File: src/rtl/i2c_master.sv
// Single-byte I2C master: START, 7-bit address + R/W, one data byte, ACK handling, STOP.
// SCL is push-pull; SDA is open-drain via sda_oe_o. HALF = system clocks per SCL half-period.
module i2c_master #(
    parameter int HALF = 4
) (
    input  logic       clk_i,
    input  logic       reset_i,
    input  logic       enb_i,
    input  logic       start_i,
    input  logic [6:0] addr_i,
    input  logic       rw_i,
    input  logic [7:0] wdata_i,
    output logic [7:0] rdata_o,
    output logic       busy_o,
    output logic       done_o,
    output logic       ack_err_o,
    output logic       scl_o,
    output logic       sda_oe_o,
    input  logic       sda_in_i
);

    localparam int CW = $clog2(3 * HALF);
    localparam logic [CW-1:0] H_C      = CW'(HALF);
    localparam logic [CW-1:0] TWO_H    = CW'(2 * HALF);
    localparam logic [CW-1:0] SLOT_END = CW'(2 * HALF - 1);
    localparam logic [CW-1:0] STOP_END = CW'(3 * HALF - 1);

    typedef enum logic [2:0] {
        S_IDLE, S_START, S_ADDR, S_AACK, S_DATA, S_DACK, S_STOP
    } state_e;

    state_e        state_q, state_d;
    logic [CW-1:0] cnt_q, cnt_d;
    logic [2:0]    bit_q, bit_d;
    logic [7:0]    addr_q, addr_d;     // {addr, rw}
    logic [7:0]    wdata_q, wdata_d;
    logic [7:0]    shift_q, shift_d;
    logic [7:0]    rdata_q, rdata_d;
    logic          ack_err_q, ack_err_d;
    logic          done_q, done_d;
    logic          scl, sda_oe;
    logic          high, slot_end;

    assign high     = (cnt_q >= H_C);
    assign slot_end = (cnt_q == SLOT_END);

    always_ff @(posedge clk_i) begin
        if (reset_i) begin
            state_q   <= S_IDLE;
            cnt_q     <= '0;
            bit_q     <= '0;
            addr_q    <= '0;
            wdata_q   <= '0;
            shift_q   <= '0;
            rdata_q   <= '0;
            ack_err_q <= 1'b0;
            done_q    <= 1'b0;
        end else begin
            state_q   <= state_d;
            cnt_q     <= cnt_d;
            bit_q     <= bit_d;
            addr_q    <= addr_d;
            wdata_q   <= wdata_d;
            shift_q   <= shift_d;
            rdata_q   <= rdata_d;
            ack_err_q <= ack_err_d;
            done_q    <= done_d;
        end
    end

    always_comb begin
        state_d   = state_q;
        cnt_d     = cnt_q + 1'b1;
        bit_d     = bit_q;
        addr_d    = addr_q;
        wdata_d   = wdata_q;
        shift_d   = shift_q;
        rdata_d   = rdata_q;
        ack_err_d = ack_err_q;
        done_d    = 1'b0;
        scl       = 1'b1;
        sda_oe    = 1'b0;
        unique case (state_q)
            S_IDLE: begin
                cnt_d = '0;
                if (start_i && enb_i) begin
                    addr_d    = {addr_i, rw_i};
                    wdata_d   = wdata_i;
                    ack_err_d = 1'b0;
                    bit_d     = '0;
                    state_d   = S_START;
                end
            end
            S_START: begin
                // SDA falls half way through with SCL held high: the start condition.
                sda_oe = high;
                if (slot_end) begin
                    cnt_d   = '0;
                    bit_d   = '0;
                    state_d = S_ADDR;
                end
            end
            S_ADDR: begin
                scl    = high;
                sda_oe = ~addr_q[~bit_q];
                if (slot_end) begin
                    cnt_d = '0;
                    bit_d = bit_q + 1'b1;
                    if (bit_q == 3'd7) state_d = S_AACK;
                end
            end
            S_AACK: begin
                scl = high;
                if (slot_end) begin
                    cnt_d = '0;
                    bit_d = '0;
                    if (sda_in_i) begin
                        ack_err_d = 1'b1;
                        state_d   = S_STOP;
                    end else begin
                        state_d = S_DATA;
                    end
                end
            end
            S_DATA: begin
                scl    = high;
                sda_oe = addr_q[0] ? 1'b0 : ~wdata_q[~bit_q];
                if (slot_end) begin
                    cnt_d   = '0;
                    bit_d   = bit_q + 1'b1;
                    shift_d = {shift_q[6:0], sda_in_i};
                    if (bit_q == 3'd7) state_d = S_DACK;
                end
            end
            S_DACK: begin
                // On reads the master leaves SDA released here, i.e. it NACKs the only byte.
                scl = high;
                if (slot_end) begin
                    cnt_d   = '0;
                    state_d = S_STOP;
                    if (addr_q[0])     rdata_d   = shift_q;
                    else if (sda_in_i) ack_err_d = 1'b1;
                end
            end
            S_STOP: begin
                scl    = high;
                sda_oe = (cnt_q < TWO_H);
                if (cnt_q == STOP_END) begin
                    cnt_d   = '0;
                    done_d  = 1'b1;
                    state_d = S_IDLE;
                end
            end
            default: state_d = S_IDLE;
        endcase
    end

    assign rdata_o   = rdata_q;
    assign busy_o    = (state_q != S_IDLE);
    assign done_o    = done_q;
    assign ack_err_o = ack_err_q;
    assign scl_o     = scl;
    assign sda_oe_o  = sda_oe;

endmodule

File: config.mk
export PLATFORM = sky130hd
export DESIGN_NAME = i2c_master
export DESIGN_NICKNAME = d
export VERILOG_FILES = /design/src/rtl/i2c_master.sv
export SDC_FILE = /design/constraint.sdc
export NUM_CORES = 1
export LEC_CHECK = 0
export CAP_MARGIN = 20
export CORE_UTILIZATION = 40
export DETAILED_ROUTE_END_ITERATION = 6
export PLACE_DENSITY_LB_ADDON = 0.05
export SLEW_MARGIN = 15
export SYNTH_ARGS = -nofsm -noshare
export SYNTH_HDL_FRONTEND = slang
export SYNTH_SLANG_ARGS = --single-unit
File: constraint.sdc
create_clock -name clk_i -period 2 [get_ports clk_i]
set_clock_uncertainty 0.2 [all_clocks]
set_input_delay 0.4 -clock clk_i [delete_from_list [all_inputs] [get_ports clk_i]]
set_output_delay 0.4 -clock clk_i [all_outputs]
set_load 0.02 [all_outputs]
==> Yosys cells after proc, flatten, opt, wreduce, memory -nomap -nowiden <==
Cells that the tools add are included.
{ "classes": {"addsub": 2, "n_mux": 32, "n_lt_le_gt_ge": 3, "eq_ne": 21, "bitwise": 4, "n_reduce_logical": 16} }
{ "ops": {"columns": ["cell", "count"], "rows": [
  ["3-bit 2-to-1 mux", 12],
  ["3-bit one-hot mux with 7 select lines", 1],
  ["2-bit inequality test, second input constant", 10],
  ["3-bit equality test, second input constant", 4],
  ["4-bit one-hot mux with 3 select lines", 1],
  ["1-bit 2-to-1 mux", 10],
  ["5-bit OR reduction", 2],
  ["3-bit one-hot mux with 3 select lines", 1],
  ["9-bit AND reduction", 1],
  ["3-bit nonzero test", 3],
  ["4-bit 2-to-1 mux", 2],
  ["1-bit binary-select mux with 3-bit select", 2],
  ["3-bit by 2-bit equality test with 1-bit output, second input constant", 2],
  ["2-bit OR reduction", 3],
  ["5-bit AND reduction", 1],
  ["4-bit by 1-bit adder with 4-bit output, second input constant", 1],
  ["4-bit by 3-bit equality test with 1-bit output, second input constant", 1],
  ["4-bit equality test, second input constant", 1],
  ["4-bit by 3-bit >= comparator with 1-bit output, second input constant", 1],
  ["3-bit by 4-bit less-than comparator with 1-bit output, second input constant", 1],
  ["4-bit less-than comparator, second input constant", 1],
  ["2-bit by 1-bit inequality test with 1-bit output, second input constant", 2],
  ["1-bit one-hot mux with 4 select lines", 1],
  ["2-bit AND reduction", 2],
  ["10 further kinds", 12]
]} }
{ "word_totals": {"wordCells": 87, "in_bits": 21, "register_bits": 44, "out_inout_bits": 13} }

==> Depth between registers and ports, before layout <==
Gate-level depths: netlist of run 1.
{ "logic_depth": {"ltp_word": 6, "mapped_depth": 7, "depth_no_buf": 5} }

==> Least setup slack after synthesis of run 1 <==
OpenSTA, ideal clock, no wires.
{ "synth_timing": {"path_kind": "reg2out", "from": "register bit_q[0]", "to": "output sda_oe_o", "required_ns": 1.400, "path_buffers": 0, "stages_incl_launch_ff": 4, "arrival_ns": 1.824, "slack_ns": -0.424, "cell_sequence": "dfxtp_1 -> mux4_2 -> mux2_2 -> o311ai_1"} }
{ "synth_between": {"elab_chain_len": 6, "elab_cells_between_ends": 9} }
{ "synth_rtl": {"columns": ["element", "line_no", "text"], "rows": [
  ["from (decl)", "34", "logic [2:0] bit_q, bit_d;"],
  ["from (signal assigned)", "61", "bit_q <= bit_d;"],
  ["3-bit NOT *", "105, 127", null],
  ["1-bit binary-select mux with 3-bit select", "127", "sda_oe = addr_q[0] ? 1'b0 : ~wdata_q[~bit_q];"],
  ["1-bit 2-to-1 mux (not written as such)", "127", null],
  ["1-bit NOT", "127", null],
  ["1-bit 2-to-1 mux", "127", null],
  ["1-bit one-hot mux with 4 select lines *", "83", "unique case (state_q)"],
  ["to (decl)", "18", "output logic sda_oe_o,"]
]} }
Mark *: on every way between the ends. The rest lies on a longest branch, timed or not. The select of a mux whose other input is x is not followed.

==> Worst setup path in the final report of run 1 <==
Ends and elaborated chain as after synthesis.

==> results of run 1 <==
repair_timing:
| action | CTS | global route |
|---|---|---|
| hold buffers | 0 | 0 |
| endpoints found under the setup margin | 3 | 5 |
| gates resized for setup | 13 | 3 |
state kept, by name, summed over array words and instances (netlist names):
signal,count
ack_err_o,1
addr_q,8
bit_q,3
cnt_q,4
done_o,1
rdata_o,8
shift_q,8
state_q,3
wdata_q,8
worst register-to-register path, delay by kind of cell, from the launching register on:
kind | cells | cell delay [ns]
buf+inv | 3 | 0.45
compound gates | 1 | 0.07
flops | 1 | 0.36
simple gates | 3 | 0.72
cells in the mapped netlist (all sizes together) (2+ instances only):
library cell	instances
clkbuf	5
nor2	25
nand3b	3
ha	3
or2	2
nand3	3
nand2b	7
buf	8
a21oi	20
inv	3
mux4	4
or3	2
mux2	2
mux2i	21
nand2	36
nor3	2
dfxtp	44
o21ai	3
a211oi	2
power breakdown:
| group | internal, W | total (W) | switching [W] |
|---|---|---|---|
| Combinational | 0.0000869 | 0.000151 | 0.0000644 |
| Sequential | 0.000892 | 0.000902 | 0.00000998 |
| Clock | 0.000243 | 0.000536 | 0.000293 |
| Total | 0.00122 | 0.00159 | 0.000367 |
per-layer routing:
| layer | GRT usage (%) | vias up | wire (µm) |
|---|---|---|---|
| li1 | - | 829 | - |
| met1 | 22.1 | 727 | 2010 |
| met2 | 28.1 | 35 | 1790 |
| met3 | 4.92 | 6 | 170 |
| met4 | 5.23 | 0 | 50 |
| met5 | 0 | - | 0 |
path summary, 6_finish.rpt:
| check | start | end | slack (ns) | cells past startpoint |
|---|---|---|---|---|
| worst max-delay path | bit_q[0] | sda_oe_o | -0.42 | 4 |
| worst min-delay path | addr_q[1] | addr_q[1] | 0.26 | 2 |
| worst max register to register | state_q[2] | addr_q[6] | 0.08 | 7 |
| worst min register to register | addr_q[1] | addr_q[1] | 0.26 | 2 |
cell families after synthesis:
| group | after synthesis | synth area share [%] |
|---|---|---|
| xor+xnor | 2 | 0.906 |
| fa+ha+maj | 3 | 1.94 |
| mux | 27 | 16.7 |
| buf+inv | 16 | 4.72 |
| simple gates | 85 | 20.4 |
| compound gates | 32 | 9.77 |
| flops | 44 | 45.5 |
cell type report:
| class | instances | area, µm² |
|---|---|---|
| clock buffer | 5 | 68.8 |
| clock inverter | 3 | 18.8 |
| fill | 392 | 1870 |
| inverter | 3 | 11.3 |
| multi-input combinational | 149 | 986 |
| sequential | 44 | 888 |
| tap | 52 | 65.1 |
| timing repair buffer | 62 | 594 |
per-stage QoR:
| step | util, % | area (µm²) |
|---|---|---|
| floorplan | - | 1960 |
| global placement | 56.4 | 2540 |
| detailed placement | 56.4 | 2540 |
| CTS | 58.3 | 2630 |
| global route | 58.4 | 2630 |
| finish | 58.4 | 2630 |
==> summary.txt, run 1 <==
Synthesis
  • Mapped Cells: 209
  • Yosys top cell area share: 45.5%
  • Yosys top cell by area: dfxtp_1
  • Top FF cell, synth: dfxtp_1
  • Synth area leaders: dfxtp_1 46%, mux2i_1 11%, nand2_1 7.0%, a21oi_1 5.2%, mux4_2 4.7%
  • Post-Syn Nets: 233
  • Cell Area, Synth: 1930 µm²
  • Ys async rst share: 0%
  • Seq cells post-synth: 44
  • Post-synth EDFFs: 0
  • Yosys warnings: 0
  • Syn Area/Cell: 9.26 µm²
  • Synth unique cells: 39
  • Seq/Total Area, Yosys: 45.5%

Finish
  • Post-layout instance count excluding filler cells: 318
  • Commonest non-fill, non-tap cell in the layout: dfxtp_1
  • Layout cells sized above 1: 19.5%
  • Antenna diodes: 0
  • Most frequent cells in the layout: 40 x dfxtp_1, 36 x nand2_1, 30 x clkdlybuf4s50_1
  • Synthesis-to-layout area growth: 36.1%
  • Nets: 289

Worst setup path
  • Slowest CP cell: mux4_2
  • Crit-path cells: mux4_2 -> mux2_4 -> o311ai_4 -> buf_6
  • Critical path's largest stage delay: 0.49 ns
  • Worst Path Buf+Inv: 1
  • Worst EP arrival: 1.82 ns
  • Crit Path Class: reg2out
  • Critical path fanouts, max: 3
  • Startpoint types: register
  • CP required: 1.40 ns
  • Crit end category: primary output
  • Cell family with most CP delay: multiplexers

STA
  • Slew Viols, Final: 0
  • Fin Setup TNS: -0.419 ns
  • Slew HR: 74.0%
  • Worst Slack Setup Final: -0.419 ns
  • Least-Margin Pin Slew: 0.388 ns
  • Post-route minimum period: 2.42 ns
  • RSZ-0062 raised after global routing: yes
  • Max Clock Freq: 0.413 GHz
  • Final setup vio count: 1
  • WHS: 0.261 ns
  • Period utilization: 121%
  • Fin. Hold Viols: 0

Clock network
  • Clock Root Buffer: clkbuf_8
  • TritonCTS Sinks: 44
  • Post-CTS Setup Inserts: 0
  • CTS tree: yes
  • CTS Buf Count: 5
  • Clock Path Buffers: 2
  • H-Tree Depth: 2
  • Clock transition at the registers of the reported paths: 0.08 ns
  • Clk_lat worst skew: 0.29 ns

Routing
  • Post-DRT Antenna Nets: 0
  • Routed via count: 1597
  • DRC violations left: 0
  • DRT Wirelength: 4020 µm
  • Routed length per instance: 12.6 µm
  • Via/cell ratio: 5.02
  • Starting DRT DRC Count: 32
  • DRT Pass-1 Iters: 4

Die
  • Die Area: 5120 µm²
  • Chip width: 71.5 µm
  • I/O pin total: 34
  • Initial Util: 42.9%
  • Die Y: 71.5 µm
  • CORE AREA: 4500 µm²
  • Row count: 24

Placed design
  • DP Cell Count: 310
  • HPWL Detailed: 2980 µm
  • Port bufs: 33
  • Placement Setup Slack: -0.586 ns
  • Placer Congestion: 0.840

Power and ir drop
  • Lkg Pwr: 1.05 nW
  • PwrDens: 604 nW/µm²
  • Tot Pwr: 0.00159 W
  • Peak supply drop: 381 µV

Run status
  • Status: finished with violations
  • Failing checks: setup timing

Run
  • Max-Cap Viols: 0

Global route
  • First-pass GRT wire length: 6890 µm
  • Initial antenna violation count: 0
  • GRT Residual Overflow: 0
  • Total track usage: 17.2%
  • Largest net degree at the start of global routing: 28
  • Vias in the first global route: 1578

Min path
  • Class of the worst hold path: reg2reg
No activity file was read; power rests on OpenSTA's default activity.
==> run 2: changes to the inputs <==
--- a/config.mk
+++ b/config.mk
@@ -6,7 +6,7 @@
 export NUM_CORES = 1
 export LEC_CHECK = 0
 export CAP_MARGIN = 20
-export CORE_UTILIZATION = 40
+export CORE_UTILIZATION = 47
 export DETAILED_ROUTE_END_ITERATION = 6
 export PLACE_DENSITY_LB_ADDON = 0.05
 export SLEW_MARGIN = 15
==> summary.txt, run 2 (synthesized netlist as in run 1, its figures left out) <==
Power and ir drop
  • Sw frac: 19.8%
  • Lkg Pwr: 1.05 nW
  • Flop pwr share: 46.6%
  • Tot Pwr: 0.00193 W
  • Psw: 0.000382 W
  • PwrDens: 727 nW/µm²
  • Peak supply drop: 430 µV
  • Logic pwr share: 7.5%
  • Internal: 0.00155 W
  • Clock power frac: 45.8%

Min path
  • Hold endpoint: addr_q[2]
  • Class of the worst hold path: reg2reg
  • Worst Hold Path Cells: 2
  • HP Start: addr_q[2]

Routing
  • Wire length on met1: 1930 µm
  • Starting DRT DRC Count: 52
  • Post-DRT Antenna Nets: 0
  • Routed length per instance: 13.1 µm
  • DRT Wirelength: 4070 µm
  • Top routing layer in use: met4
  • Via/cell ratio: 5.19
  • DRT Pass-1 Iters: 4
  • Routed via count: 1615
  • DRC violations left: 0
  • Met3 routed WL: 214 µm
  • WL met2: 1910 µm

Finish
  • Layout cells sized above 1: 18.3%
  • Most frequent cells in the layout: 41 x dfxtp_1, 36 x nand2_1, 30 x clkdlybuf4s50_1
  • Antenna diodes: 0
  • Filler cell count: 308
  • Commonest non-fill, non-tap cell in the layout: dfxtp_1
  • Nets: 286
  • Synthesis-to-layout area growth: 37.0%
  • Finished Cell Area: 2650 µm²
  • Post-layout instance count excluding filler cells: 311

Placed design
  • HPWL Detailed: 2990 µm
  • Placer Congestion: 0.827
  • DP Cell Count: 303
  • Post-placement cell area: 2490 µm²
  • Port bufs: 33

Clock network
  • TritonCTS Sinks: 44
  • CTS Buf Count: 5
  • Clock Path Buffers: 2
  • Post-CTS Setup Inserts: 0
  • H-Tree Depth: 2
  • Clock Root Buffer: clkbuf_8
  • Clock transition at the registers of the reported paths: 0.08 ns
  • Cts hold-fix bufs: 0
  • CTS tree: yes
  • Clk_lat worst skew: 0.30 ns

STA
  • Period utilization: 122%
  • Least-Margin Pin Slew: 0.471 ns
  • Fin Setup TNS: -0.436 ns
  • Post-route minimum period: 2.44 ns
  • Worst Slack Setup Final: -0.436 ns
  • Fin. Hold Viols: 0
  • WHS: 0.255 ns
  • RSZ-0062 raised after global routing: yes
  • Max Clock Freq: 0.411 GHz
  • Slew HR: 68.4%
  • Slew Viols, Final: 0
  • Final setup vio count: 1

Die
  • Die Y: 66.2 µm
  • Initial Util: 50.9%
  • CORE AREA: 3800 µm²
  • Row count: 22
  • I/O pin total: 34
  • Chip width: 66.2 µm
  • Die Area: 4380 µm²

Worst setup path
  • Worst EP arrival: 1.84 ns
  • Startpoint types: register
  • Critical path fanouts, max: 3
  • Crit end category: primary output
  • Reg2reg start: state_q[1]
  • CP required: 1.40 ns
  • R2R cell count: 6
  • RR Endpoint: ack_err_o
  • Flop-to-flop setup slack: 0.15 ns
  • Crit Path Class: reg2out

Run status
  • Status: finished with violations
  • Failing checks: setup timing

Global route
  • Initial antenna violation count: 0
  • Largest net degree at the start of global routing: 18
  • GRT Residual Overflow: 0
  • Total track usage: 21.1%
  • Vias in the first global route: 1627
  • First-pass GRT wire length: 6980 µm

Run
  • Max-Cap Viols: 0
run 2: cell count changes in the layout (fill, tap and decap cells not counted), moves of 2 or more:
cell,before,now
dfxtp_2,3,0
clkinv_2,2,0
dfxtp_4,1,3
buf_12,4,2
bufinv_16,0,2
run 2: worst max-delay path by stage:
stage          startpoint       end  slack (ns)  depth (start not counted)
2_1_floorplan    bit_q[0]  sda_oe_o       -0.04                          3
3_5_place_dp     bit_q[0]  sda_oe_o       -0.59                          4
6_report         bit_q[0]  sda_oe_o       -0.44                          4
4_1_cts          bit_q[0]  sda_oe_o       -0.46                          4
5_1_grt          bit_q[0]  sda_oe_o       -0.49                          4
3_3_place_gp     bit_q[0]  sda_oe_o       -0.57                          4
run 2: layout make-up:
| cell class | instances | area, µm² | share of cell area [%] |
|---|---|---|---|
| Inverter | 3 | 11.3 | 0.425 |
| Tap cell | 48 | 60.1 | 2.27 |
| Timing Repair Buffer | 59 | 548 | 20.7 |
| Multi-Input combinational cell | 149 | 985 | 37.2 |
| Sequential cell | 44 | 892 | 33.7 |
| Clock inverter | 2 | 60.1 | 2.27 |
| Clock buffer | 6 | 93.8 | 3.54 |
run 2: metal layers:
layer | up-vias | global-route usage (%)
met4 | 0 | 5.59
met2 | 36 | 34.8
met1 | 750 | 26.0
met5 | - | 0
met3 | 2 | 7.41
li1 | 827 | -
run 2: power groups by stage:
stage | Clock, W | Sequential [W] | Combinational [W]
after floorplan | 0 | 0.000919 | 0.0000729
after global placement | 0 | 0.000922 | 0.000138
after detailed placement | 0 | 0.000922 | 0.000143
after CTS | 0.000894 | 0.000902 | 0.000142
after global routing | 0.000932 | 0.000901 | 0.000159
final | 0.000883 | 0.000899 | 0.000145
run 2: timing repair:
item | 4_1_cts | 5_1_grt
gates resized for setup | 13 | 7
endpoints found under the setup margin | 3 | 4
pin swaps | 0 | 1
run 2: critical path, stage by stage (launching register included):
cell,delay [ns]
dfxtp_4,0.37
mux4_2,0.49
mux2_4,0.30
o311ai_4,0.23
buf_6,0.15
run 2: through the flow:
| stage | worst slack, ns | util, % |
|---|---|---|
| finish | -0.436 | 69.8 |
| CTS | -0.461 | 69.5 |
| detailed placement | -0.594 | 65.5 |
| global placement | -0.575 | 65.5 |
| floorplan | -0.0448 | - |
| global route | -0.488 | 69.8 |
==> run 3: changes to the inputs <==
--- a/config.mk
+++ b/config.mk
@@ -6,6 +6,7 @@
 export NUM_CORES = 1
 export LEC_CHECK = 0
 export CAP_MARGIN = 20
+export CORE_MARGIN = 5
 export CORE_UTILIZATION = 47
 export DETAILED_ROUTE_END_ITERATION = 6
 export PLACE_DENSITY_LB_ADDON = 0.05
==> summary.txt, run 3 (synthesized netlist as in run 1, its figures left out) <==
Run status
  • Status: finished with violations
  • Failing checks: setup timing

STA
  • Max Clock Freq: 0.414 GHz
  • Slew Viols, Final: 0
  • Fin Setup TNS: -0.416 ns
  • Period utilization: 121%
  • RSZ-0062 raised after global routing: yes
  • Fin. Hold Viols: 0
  • Least-Margin Pin Slew: 0.372 ns
  • Slew HR: 75.0%
  • Worst Slack Setup Final: -0.416 ns
  • Final setup vio count: 1
  • Post-route minimum period: 2.42 ns

Clock network
  • Clock Root Buffer: clkbuf_8
  • Clock Path Buffers: 2
  • CTS tree: yes
  • H-Tree Depth: 2
  • TritonCTS Sinks: 44
  • CTS Buf Count: 5
  • Cts hold-fix bufs: 0
  • Clock transition at the registers of the reported paths: 0.08 ns
  • Clk_lat worst skew: 0.30 ns

Finish
  • Finished Cell Area: 2650 µm²
  • Layout cells sized above 1: 18.6%
  • Synthesis-to-layout area growth: 37.1%
  • Commonest non-fill, non-tap cell in the layout: dfxtp_1
  • Nets: 287
  • Post-layout instance count excluding filler cells: 314
  • Antenna diodes: 0
  • Most frequent cells in the layout: 41 x dfxtp_1, 36 x nand2_1, 30 x clkdlybuf4s50_1
  • Filler cell count: 333

Worst setup path
  • Crit-path cells: mux4_2 -> mux2_4 -> o311ai_4 -> buf_6
  • Worst EP arrival: 1.82 ns
  • Crit Path Class: reg2out
  • Slowest CP cell: mux4_2
  • Reg2reg start: cnt_q[0]
  • RR Endpoint: bit_q[0]
  • Critical path's largest stage delay: 0.48 ns
  • Crit end category: primary output
  • Flop-to-flop setup slack: 0.11 ns
  • Worst Path Buf+Inv: 1
  • Critical path fanouts, max: 3
  • CP required: 1.40 ns
  • R2R cell count: 6
  • Cell family with most CP delay: multiplexers
  • Startpoint types: register

Power and ir drop
  • Tot Pwr: 0.00174 W
  • PwrDens: 658 nW/µm²
  • Lkg Pwr: 1.04 nW
  • Peak supply drop: 609 µV

Min path
  • Worst Hold Path Cells: 2
  • Class of the worst hold path: reg2reg
  • Hold endpoint: addr_q[2]
  • HP Start: addr_q[2]

Global route
  • Largest net degree at the start of global routing: 28
  • First-pass GRT wire length: 7420 µm
  • Total track usage: 17.5%
  • Initial antenna violation count: 0
  • GRT Residual Overflow: 0
  • Vias in the first global route: 1662

Placed design
  • Port bufs: 33
  • Placer Congestion: 0.844
  • HPWL Detailed: 3260 µm
  • Post-placement cell area: 2520 µm²
  • DP Cell Count: 305

Routing
  • Routed via count: 1626
  • DRT Pass-1 Iters: 4
  • Via/cell ratio: 5.18
  • Starting DRT DRC Count: 64
  • Post-DRT Antenna Nets: 0
  • DRT Wirelength: 4380 µm
  • DRC violations left: 0
  • Routed length per instance: 14.0 µm

Die
  • CORE AREA: 4000 µm²
  • Die Area: 5500 µm²
  • I/O pin total: 34
  • Chip width: 74.2 µm
  • Initial Util: 48.4%
  • Row count: 23
  • Die Y: 74.2 µm

Run
  • Max-Cap Viols: 0
run 3: layout make-up:
class	count	area, µm²	share of cell area (%)
Sequential cell	44	892	33.6
Clock buffer	5	68.8	2.59
Inverter	3	11.3	0.425
Tap cell	50	62.6	2.36
Timing Repair Buffer	60	586	22.1
Multi-Input combinational cell	149	986	37.2
Clock inverter	3	46.3	1.75
run 3: metal layers:
metal	wire length, µm	part of all wire [%]	up-vias	track usage (%)
met1	1980	45	751	21.4
met5	0	0	-	0
li1	-	-	827	-
met2	2130	48	41	29.9
met4	57	1.3	0	6.84
met3	225	5.1	7	3.78
run 3: worst max-delay path by stage:
stage                  start  endpoint  slack, ns  cells after the start
detailed placement  bit_q[0]  sda_oe_o      -0.58                      4
global route        bit_q[0]  sda_oe_o      -0.46                      4
CTS                 bit_q[0]  sda_oe_o      -0.43                      4
global placement    bit_q[0]  sda_oe_o      -0.59                      4
floorplan           bit_q[0]  sda_oe_o      -0.04                      3
finish              bit_q[0]  sda_oe_o      -0.42                      4
run 3: power breakdown:
part | internal, W | switching, W | total, W
registers | 0.000889 | 0.0000112 | 0.000900
clock network | 0.000376 | 0.000317 | 0.000693
logic | 0.0000876 | 0.0000637 | 0.000151
total | 0.00135 | 0.000392 | 0.00174
run 3: worst min-delay path, delay by kind of cell, from the launching register on:
| family | cells | cell delay, ns |
|---|---|---|
| flip-flops | 1 | 0.31 |
| AO/OA/AOI/OAI | 1 | 0.05 |
| AND/OR/NAND/NOR | 1 | 0.05 |
run 3: through the flow:
| step | hold WS, ns | worst slack, ns | util, % |
|---|---|---|---|
| 3_5_place_dp | 0.249 | -0.585 | 62.9 |
| 2_1_floorplan | 0.218 | -0.0448 | - |
| 6_report | 0.258 | -0.416 | 66.3 |
| 3_3_place_gp | 0.232 | -0.586 | 62.9 |
| 4_1_cts | 0.260 | -0.427 | 65.7 |
| 5_1_grt | 0.281 | -0.461 | 66.3 |
run 3: what timing repair did:
item,CTS,global route
endpoints found under the setup margin,3,6
resized for setup,13,6
pin swaps,0,2
buffers inserted,0,1
==> RTL edit 1: new RTL, config.mk and constraints of run 3 <==
`addr_q`, `wdata_q`, `shift_q` and `rdata_q` no longer have a reset.
--- a/src/rtl/i2c_master.sv
+++ b/src/rtl/i2c_master.sv
@@ -49,23 +49,22 @@
             state_q   <= S_IDLE;
             cnt_q     <= '0;
             bit_q     <= '0;
-            addr_q    <= '0;
-            wdata_q   <= '0;
-            shift_q   <= '0;
-            rdata_q   <= '0;
             ack_err_q <= 1'b0;
             done_q    <= 1'b0;
         end else begin
             state_q   <= state_d;
             cnt_q     <= cnt_d;
             bit_q     <= bit_d;
-            addr_q    <= addr_d;
-            wdata_q   <= wdata_d;
-            shift_q   <= shift_d;
-            rdata_q   <= rdata_d;
             ack_err_q <= ack_err_d;
             done_q    <= done_d;
         end
+    end
+
+    always_ff @(posedge clk_i) begin
+        addr_q  <= addr_d;
+        wdata_q <= wdata_d;
+        shift_q <= shift_d;
+        rdata_q <= rdata_d;
     end
 
     always_comb begin
Formal check against the unedited RTL: same outputs for any inputs over 10 cycles, from zero or initial values and one cycle with reset_i high; that may be too few to reach the edited logic, so the function may still have changed.
==> RTL edit 1 against run 3 <==
  * The flow still finishes with violations (setup timing)
  * Wire length fell by 21%
  * Worst hold slack got worse by 14 ps
  * Global-route usage fell by 3.4 points
  * Final area fell by 5.7%
  * Largest power group unchanged
  * Critical path type unchanged
  * Setup slack got worse by 70 ps
  * Combinational power fell by 26%
  * Sequential cell count did not move
  * Power fell by 6.6%
  * Clock power fell by 25%
  * Sequential power rose by 11%
  * Synthesized area fell by 2.5%
  * Core utilization fell by 2.9 points
  * Critical path depth did not move
==> RTL edit 1: results (changes against run 3) <==
status=finished with violations; violated checks=setup timing; met2 Use GR=22.94% (-7.0 points); first-pass GRT wire length=5.809 mm (-22%); gp weighted congestion=0.7879 (-6.6%); Post-synth top cells=edfxtp_1 (32), dfxtp_1 (12), nor2_1 (12); mux cell area share after synthesis=9.350% (-7.3 points); sequential cell area share=48.22% (+15 points); Adder-Cell Fraction of Synth Area=1.989% (+0.049 points); drt wl/cell=14.65 µm (+4.9%); Post-DP Area=2400 µm² (-4.7%); Filler cells=284 (-15%); met3 Use GR=3.420% (-0.36 points); Cells after DPL=229 (-25%); worst hold start=shift_q[7]$_DFFE_PP_; Post-layout nets=210 (-27%); Fin Hold WS=243.6 ps (-13.97 ps); largest cells by area after synthesis=edfxtp_1 (51%), dfxtp_1 (13%), mux4_1 (5.6%); Hold Path Sink=rdata_o[7]$_DFFE_PP_; largest net degree at the start of global routing=17 (-39%); pre-CTS setup slack=-677.8 ps (-92.90 ps); CLK BUF=6 (+1); Metal-1 WL=1.560 mm (-21%); utilization after layout=63.44% (-2.9 points); FF-to-FF path depth=5 (-1); final count of negative-setup-slack endpoints=1 (unchanged); routed vias=1239 (-24%); post-DP HPWL=2.663 mm (-18%); leakage=0.0009144 µW (-12%); Max-Slew Margin vs Limit=73.24% (-1.8 points); worst setup margin=-486.6 ps (-70.31 ps); share of cells above drive strength 1=22.99% (+4.4 points); Final clock-cell share=3.402% (-0.94 points); syn_nets=160 (-31%); Signal buffers=52 (-13%); register area share after synthesis=63.66% (+18 points); post-synth cell types=43 (+10%); #MultiIn Comb=80 (-46%); met2 WL=1.672 mm (-21%); Synth Area in Compound Gates=8.952% (-0.81 points)
RTL edit 1: cell count changes after synthesis, moves of 3 or more:
cell / delta
a21oi_1: -15
dfxtp_1: -32
edfxtp_1: +32
mux2i_1: -15
mux4_1: +4
mux4_2: -4
nand2_1: -28
nand2b_1: -4
nor2_1: -12
nor2b_1: +3
RTL edit 1: where the power goes:
| group | internal, µW | total, µW | switching [µW] | leakage (µW) |
|---|---|---|---|---|
| combinational | 69.7 | 111 | 41.2 | 0.000482 |
| sequential | 989 | 995 | 5.98 | 0.000391 |
| clock | 244 | 523 | 279 | 0.0000412 |
RTL edit 1: cell families after synthesis:
group	count (synthesis)
flip-flops	44
AND/OR/NAND/NOR	42
AO/OA/AOI/OAI	22
buffers and inverters	12
multiplexers	11
adder cells (fa/ha/maj)	3
XOR/XNOR	2
RTL edit 1: what timing repair did:
action,4_1_cts,5_1_grt
cloned,0,0
endpoints found under the setup margin,3,6
buffers inserted,0,0
pin swaps,0,0
hold endpoints to repair,0,0
resized for setup,14,4
==> RTL edit 2: new RTL, settings of run 3 <==
Made on the original files. Set the parameter `HALF` to 2 (it was 4).
--- a/src/rtl/i2c_master.sv
+++ b/src/rtl/i2c_master.sv
@@ -1,7 +1,7 @@
 // Single-byte I2C master: START, 7-bit address + R/W, one data byte, ACK handling, STOP.
 // SCL is push-pull; SDA is open-drain via sda_oe_o. HALF = system clocks per SCL half-period.
 module i2c_master #(
-    parameter int HALF = 4
+    parameter int HALF = 2
 ) (
     input  logic       clk_i,
     input  logic       reset_i,
Function: changed (Yosys sat finds a counterexample within 4 cycles, from zero or initial values and one cycle with reset_i high).
==> RTL edit 2 against run 3 <==
  * The flow still finishes with violations (setup timing)
  * Wire length grew 7.5%
  * Count of clock-buffer cells in the layout unchanged
  * Setup slack better by 37 ps
  * Synthesized area grew 11%
  * First-iteration DRC count increased by 81%
  * Sequential share of layout area decreased by 3.7 points
  * Core utilization up 0.41 points
  * Sequential cell count is 1 lower
  * Via count rose by 9.7%
  * Final area rose by 10%
  * Largest cell class unchanged
  * Highest routed layer unchanged
Power is not compared: it rests on default switching activity, and its combinational part moved more than twofold at a synthesized area within 25%.
==> RTL edit 2: results (changes against run 3) <==
post-CTS setup buffer count=0 (unchanged); met3 Use GR=4.167% (+0.38 points); Worst path max stage delay=500 ps (+20 ps); WL final=4.711 mm (+7.5%); setup TNS=-379.3 ps (+36.94 ps); ys async rst share=0% (unchanged); Fin Hold WS=256.5 ps (-0.9970 ps); Post-DP Area=2694 µm² (+7.0%); Hold Path Sink=wdata_q[2]$_SDFFE_PP0P_; met1 Resource Use GR=21.54% (+0.12 points); clock latency at the later pin of the worst-skew pair=290 ps; First-pass DRT Iterations=4 (unchanged); met2 Use GR=26.68% (-3.2 points); Avg Inst Size Synth=9.082 µm² (-1.9%); Post-synth top cells=dfxtp_1 (43), nand2_1 (38), a21oi_1 (22), nor2_1 (22), mux2i_1 (20); gp weighted congestion=0.8067 (-4.4%); crit path from=bit_q[0]$_SDFFE_PP0P_; sw frac=32.76%; register area share after synthesis=40.16% (-5.4 points); status=finished with violations; cts repair resizes=24 (+11); via/cell ratio=5.198 (+0.38%); Post-layout nets=319 (+11%); Metal-1 WL=2.215 mm (+12%); Filler cells=388 (+17%); FF-to-FF setup slack=40 ps (-70 ps); hold-critical path depth=2 (unchanged); Worst-Margin Slew=311.8 ps (-60.66 ps); DR iter-0 viols=116 (+81%); wire length on met3=186 µm (-17%); initial antenna violation count=0 (unchanged); GRT Total Usage=16.51% (-0.98 points); largest cells by area after synthesis=dfxtp_1 (40%), mux2i_1 (9.3%), nand2_1 (6.7%); final count of negative-setup-slack endpoints=1 (unchanged); post-DP HPWL=3.437 mm (+5.5%); sw power=770.8 µW; worst hold start=wdata_q[2]$_SDFFE_PP0P_; FF-to-FF path depth=8 (+2); reg-to-reg endpoint=state_q[2]$_SDFFE_PP0P_; pre-CTS setup slack=-583.4 ps (+1.530 ps); post-synth cell types=44 (+13%); share of cells above drive strength 1=25.77% (+7.2 points); violated checks=setup timing; critical path capture point=sda_oe_o; share of power burned in registers=a little over two fifths; drt wl/cell=13.73 µm (-1.6%); Cells after DPL=333 (+9.2%); ys flop type=dfxtp_1; CP arrival=1780 ps (-40 ps); CP max stage cell=mux4_2; YS warnings=0 (unchanged); largest net degree at the start of global routing=45 (+61%); worst setup margin=-379.3 ps (+36.94 ps); Max FO, Critical Path=2 (-1); met2 WL=2.242 mm (+5.5%); first-pass GRT wire length=8.128 mm (+9.5%); Top delay family on crit path=multiplexers; syn_nets=265 (+14%); TritonCTS Buffers=5 (unchanged); combinational share of power=approximately a third
[RTL edit 2: changes by cell type in the layout (fill, tap and decap cells not counted), sizes merged, moves of 3 or more]
cell,before,now
nand3b,3,7
nand3,3,6
inv,4,10
ha,3,8
buf,29,34
nor2,25,22
nand2b,7,2
nor3,2,6
a21oi,20,23
[RTL edit 2: cells by family (layout without fill, tap and decap cells)]
group / count (synthesis) / in the layout / share of synthesized area, %
and+or+nand+nor: 92 / 92 / 21.02
DFF: 43 / 43 / 40.16
AOI/OAI and AO/OA: 40 / 40 / 12.61
buffers and inverters: 27 / 82 / 6.304
muxes: 24 / 24 / 13.54
adders and majority gates: 8 / 8 / 4.670
xor gates and xnor gates: 2 / 2 / 1.693
[RTL edit 2: cell type report]
type	count	area, µm²	share of cell area [%]
Inverter	9	33.78	1.155
Clock buffer	5	68.82	2.352
Timing Repair Buffer	65	614.3	21.00
Multi-Input combinational cell	166	1245	42.56
Sequential cell	43	874.6	29.90
Tap cell	52	65.06	2.224
Clock inverter	3	23.77	0.8127
